`config.mk`:
```
export PLATFORM = sky130hd
export DESIGN_NAME = mmio_button_port
export DESIGN_NICKNAME = d
export VERILOG_FILES = /design/src/rtl/mmio_button_port.sv
export SDC_FILE = /design/constraint.sdc
export NUM_CORES = 1
export LEC_CHECK = 0
export CAP_MARGIN = 20
export CORE_ASPECT_RATIO = 0.9
export CORE_MARGIN = 1.5
export CORE_UTILIZATION = 40
export CTS_CLUSTER_SIZE = 12
export DETAILED_ROUTE_END_ITERATION = 16
export PLACE_DENSITY = 0.92
export SLEW_MARGIN = 0
export SYNTH_ARGS = -nofsm -noshare
export SYNTH_HDL_FRONTEND = slang
export SYNTH_SLANG_ARGS = --single-unit
```
`constraint.sdc`:
```
create_clock -name clock -period 4.1 [get_ports clock]
set_clock_uncertainty 0.1 [all_clocks]
set_input_delay 0.82 -clock clock [delete_from_list [all_inputs] [get_ports clock]]
set_output_delay 0.82 -clock clock [all_outputs]
set_load 0.01 [all_outputs]
```
`src/rtl/mmio_button_port.sv`:
```
// mmio_button_port: memory-mapped port for the five debounced buttons and the display output word.
//
// Each button rise is held as a sticky event flag. A load from the button's
// address returns the flag and clears it. A store to ADDR_OUT updates the held
// display word and raises a one-cycle strobe.
//
// Optional feature: defining MMIO_PRESS_COUNT_EN adds a saturating press
// counter for each button. A load from the button address + 1 reads the
// counter and then clears it.
//
// Ports:
//   clock       system clock; all state changes on the rising edge
//   reset       asynchronous, active-high; clears all state
//   btn_db      debounced button levels {C,L,R,U,D}; bit 4 is C
//   dmem_addr   processor data-memory address
//   dmem_rd_en  load in the memory stage (only loads consume events)
//   dmem_wren   store in the memory stage (a store wins over a load)
//   dmem_wdata  store data
//   rd_data     registered read data
//   rd_hit      registered; rd_data is valid and overrides RAM data
//   out_data    held display word
//   out_strobe  one-cycle pulse when out_data is updated
//   pending     current sticky event flags
module mmio_button_port #(
`ifdef MMIO_PRESS_COUNT_EN
  parameter int unsigned CNT_W     = 8,
`endif
  parameter logic [31:0] ADDR_BTNC = 32'd1000,
  parameter logic [31:0] ADDR_OUT  = 32'd2000,
  parameter logic [31:0] ADDR_BTNL = 32'd3000,
  parameter logic [31:0] ADDR_BTNR = 32'd4000,
  parameter logic [31:0] ADDR_BTNU = 32'd5000,
  parameter logic [31:0] ADDR_BTND = 32'd6000
) (
  input  logic        clock,
  input  logic        reset,
  input  logic [4:0]  btn_db,
  input  logic [31:0] dmem_addr,
  input  logic        dmem_rd_en,
  input  logic        dmem_wren,
  input  logic [31:0] dmem_wdata,
  output logic [31:0] rd_data,
  output logic        rd_hit,
  output logic [31:0] out_data,
  output logic        out_strobe,
  output logic [4:0]  pending
);

  localparam int unsigned NB = 5;

  logic [NB-1:0] prev;
  logic          armed;
  logic [NB-1:0] rise;
  logic [NB-1:0] sel;
  logic [NB-1:0] clr;
  logic          is_load;
  logic          rd_hit_nxt;
  logic [31:0]   rd_data_nxt;

`ifdef MMIO_PRESS_COUNT_EN
  logic [CNT_W-1:0] cnt [NB];
  logic [NB-1:0]    cnt_sel;
  logic [NB-1:0]    cnt_clr;
  logic [31:0]      cnt_rdata;
`endif

  // Address decode, edge detect, and the next value of the read result.
  always_comb begin
    is_load = dmem_rd_en & ~dmem_wren;
    // armed is low for the first clock after reset. This masks rises from
    // buttons held through reset while prev picks up the real levels.
    rise    = btn_db & ~prev & {NB{armed}};
    sel     = {dmem_addr == ADDR_BTNC, dmem_addr == ADDR_BTNL,
               dmem_addr == ADDR_BTNR, dmem_addr == ADDR_BTNU,
               dmem_addr == ADDR_BTND};
    clr     = sel & {NB{is_load}};
    rd_hit_nxt  = 1'b0;
    rd_data_nxt = '0;
`ifdef MMIO_PRESS_COUNT_EN
    cnt_sel   = {dmem_addr == ADDR_BTNC + 32'd1, dmem_addr == ADDR_BTNL + 32'd1,
                 dmem_addr == ADDR_BTNR + 32'd1, dmem_addr == ADDR_BTNU + 32'd1,
                 dmem_addr == ADDR_BTND + 32'd1};
    cnt_clr   = cnt_sel & {NB{is_load}};
    cnt_rdata = '0;
    for (int i = 0; i < NB; i++) begin
      if (cnt_sel[i]) cnt_rdata = 32'(cnt[i]);
    end
    if (|cnt_clr) begin
      rd_hit_nxt  = 1'b1;
      rd_data_nxt = cnt_rdata;
    end
`endif
    // A rise in the same cycle as the read is reported as set.
    if (|clr) begin
      rd_hit_nxt  = 1'b1;
      rd_data_nxt = {31'b0, |(sel & (pending | rise))};
    end
  end

  // Edge history, sticky flags, and the registered read port.
  always_ff @(posedge clock or posedge reset) begin
    if (reset) begin
      prev    <= '0;
      armed   <= 1'b0;
      pending <= '0;
      rd_hit  <= 1'b0;
      rd_data <= '0;
    end else begin
      prev    <= btn_db;
      armed   <= 1'b1;
      pending <= rise | (pending & ~clr);
      rd_hit  <= rd_hit_nxt;
      rd_data <= rd_data_nxt;
    end
  end

  // Display output register with a one-cycle update strobe.
  always_ff @(posedge clock or posedge reset) begin
    if (reset) begin
      out_data   <= '0;
      out_strobe <= 1'b0;
    end else begin
      out_strobe <= dmem_wren & (dmem_addr == ADDR_OUT);
      if (dmem_wren && dmem_addr == ADDR_OUT) out_data <= dmem_wdata;
    end
  end

`ifdef MMIO_PRESS_COUNT_EN
  // Saturating press counters. A read clears the counter, but a rise in the
  // same cycle leaves it at 1.
  always_ff @(posedge clock or posedge reset) begin
    if (reset) begin
      for (int i = 0; i < NB; i++) cnt[i] <= '0;
    end else begin
      for (int i = 0; i < NB; i++) begin
        if (cnt_clr[i])                  cnt[i] <= CNT_W'(rise[i]);
        else if (rise[i] && !(&cnt[i]))  cnt[i] <= cnt[i] + CNT_W'(1);
      end
    end
  end
`endif

endmodule

```
==> summary.md <==
| Metric | Value |
|---|---|
| Final hold vios | 0 |
| CTS-repair resized insts | 0 |
| Residual DRC count | 0 |
| WL/cell | 14.0 microns |
| Peak supply drop | roughly 0.19 mV |
| Final period util | 70.4% |
| Hold_buf cts | 0 |
| Largest net degree at the start of global routing | 47 |
| CTS tree | yes |
| Vias/cell | 4.72 |
| Placed Cells | between 300 and 400 |
| Placed inst area | 3420 sq um |
| #FFs+latches synth | 46 |
| Ant diodes | 0 |
| Avg Cell Area, Syn | 13.0 sq um |
| Status | completed |
| Critical Path Start Type | input pin |
| Clock root buffer | clkbuf_8 |
| Leak | about 1.6 nW |
| Total number of vias | roughly 1.7k |
| Post-layout util | 61.9% |
| Fin nets | around 370 |
| Buffers on Ports | 112 |
| Syn Std Cell Area | 2350 sq um |
| Chip height | 75.8 microns |
| Row count | 26 |
| Initial Util | between 40% and 50% |
| Fin. max-slew vios | 0 |
| Critical path class | input pin to flop |
| Reg2reg start | armed$_DFF_PP0_ |
| Gr usage total | 16.1% |
| Grt total ovfl | 0 |
| Synthesis-to-layout area growth | 49.6% |
| First-pass GRT wire length | ~8 mm |
| Clock latency on the worst-skew pair | about 280 ps |
| Hold Crit Start | out_data[30]$_DFFE_PP0P_ |
| Vias in the first global route | roughly 1.7k |
| Fmax | 0.347 GHz |
| Clock buffer count from CTS | 5 |
| CORE AREA | 5690 sq um |
| Fin crit period | 2890 ps |
| DP HPWL | 4.07 mm |
| Design Area, Final | 3520 sq um |
| Number of max-cap violations | 0 |
| Synth Warn # | 0 |
| Pwr dens | 238 nW/um^2 |
| RSZ-0062 raised after global routing | false |
| CP required | 4170 ps |
| Post-Syn Instances | 181 |
| Final wirelength | 5.15 mm |
| IO Pins | ~140 |
| Initial antenna violation count | 0 |
| Largest fanout on the critical path | 17 |
| Final non-filler cell total | around 370 |
| Drt pass-1 iters | 4 |
| Die width | 83.9 microns |
| Layout cell share with drive strength beyond 1 | 14.8% |
| Final setup vio count | 0 |
| Clock Path Buffers | 2 |
| CP startpoint | dmem_addr[13] |
| Clock sink count | 46 |
| Sequential area share after synthesis | 48.9% |
| Routability cong. | 0.767 |
| Initial drt markers | 56 |
| Critical path capture point type | flop |
| H-tree Lvls | 2 |
| Remaining antenna violation count | 0 |
| Clock slew at reported path FFs | 80 ps |
| Fill count | 465 |
| Setup_tns | 0 ps |
| Worst Hold Class | flop to flop |
| Distinct cells, synth | 35 |
| Post-CTS Setup Bufs | 0 |
| Die area | 6360 sq um |
| CP Data Arrival Time | about 3000 ps |
-- layout by cell type (no fill, tap or decap), drive strengths merged, types with 4 or more instances in the layout --
cell type,count
clkdlybuf4s50,112
nand3,5
conb,32
clkbuf,6
nor3,4
nand4,4
a21o,5
dfrtp,46
nor2,4
and3b,6
nor4,6
inv,4
mux2,32
-- final cells by class --
class	instances	area (sq um)	area share (%)
Inverter	4	15.0	0.426
Sequential cell	46	1150	32.7
Tap cell	70	87.6	2.49
Multi-Input combinational cell	126	1030	29.3
Timing Repair Buffer	115	1160	32.8
Clock buffer	6	82.6	2.34
-- stage by stage --
stage | setup WS, ps | power, mW | hold slack, ps
after floorplan | 1500 | 0.521 | 432
after global placement | 966 | 0.575 | 388
after detailed placement | 902 | 0.579 | 397
after CTS | 1210 | 0.852 | 412
after global routing | 1070 | 0.883 | 427
final | 1210 | 0.839 | 412
-- routing by layer --
| metal | global-route usage [%] | share of wire (%) | wire (microns) | up-vias |
|---|---|---|---|---|
| met3 | 4.98 | 7.6 | 392 | 2 |
| li1 | - | - | - | 815 |
| met1 | 20.3 | 42 | 2170 | 828 |
| met5 | 0 | 0 | 0 | - |
| met2 | 28.1 | 50 | 2560 | 86 |
| met4 | 3.28 | 0.37 | 19 | 0 |
-- critical path, stage by stage --
cell,delay (ps)
clkdlybuf4s50_1,420
nor4_1,280
nand4_1,230
nor4b_4,480
nand4_4,140
buf_4,260
mux2_4,320
-- cells in the mapped netlist --
cell type  count  share of area, %
a211oi_1       2              0.64
nor2b_1        3              0.80
conb_1         2              0.32
nand4_1        3              0.80
mux2_4        29                18
a32oi_1        1              0.37
buf_4         31               9.9
o21a_1         1              0.32
nand3_1        5               1.1
nor4_1         6               1.6
nor3b_1        1              0.32
o21ai_0        3              0.64
or3_1          1              0.27
mux2_2         3               1.4
a21o_1         5               1.6
mux2i_1        2              0.85
and3b_1        6               2.2
nand2b_1       2              0.53
buf_6          3               1.4
nand2_1        3              0.48
nor2_1         4              0.64
or4_1          1              0.32
nor4b_4        1               1.0
and3_1         1              0.27
nor4bb_1       1              0.43
nor3_1         4              0.85
dfrtp_1       46                49
inv_1          4              0.64
a32o_1         1              0.43
nor4b_1        1              0.37
clkbuf_1       1              0.16
and2_1         1              0.27
nand4_4        1              0.90
o211ai_1       1              0.32
o2111a_1       1              0.48
-- cell families (layout without fill, tap and decap cells) --
kind of cell / count (synthesis) / count (layout) / synth area share [%]
flops: 46 / 46 / 48.9
simple gates: 45 / 45 / 13.1
buf+inv: 39 / 125 / 12.1
mux: 34 / 34 / 20.8
compound gates: 15 / 15 / 4.78
other cells: 2 / 32 / 0.319
-- registers in the layout, indices dropped and copies added, names as in the netlist --
name / cells
armed: 1
out_data: 32
out_strobe: 1
pending: 5
prev: 5
rd_data: 1
rd_hit: 1
-- power breakdown --
group          leakage [nW]  switching [mW]  internal (mW)
clock network        0.0431           0.138          0.130
logic                  1.00          0.0444         0.0696
registers             0.603         0.00107          0.456
-- worst paths after layout --
check | cells past startpoint | to | slack, ps
min in group asynchronous | 2 | out_data[4]$_DFFE_PP0P_ | 600
worst max-delay path | 7 | out_data[10]$_DFFE_PP0P_ | 1210
max in group asynchronous | 3 | pending[2]$_DFF_PP0_ | 2890
worst min-delay path | 1 | out_data[30]$_DFFE_PP0P_ | 410
worst max register to register | 5 | rd_data[0]$_DFF_PP0_ | 2640
worst min register to register | 1 | out_data[30]$_DFFE_PP0P_ | 410
(Power assumes the default switching activity.)
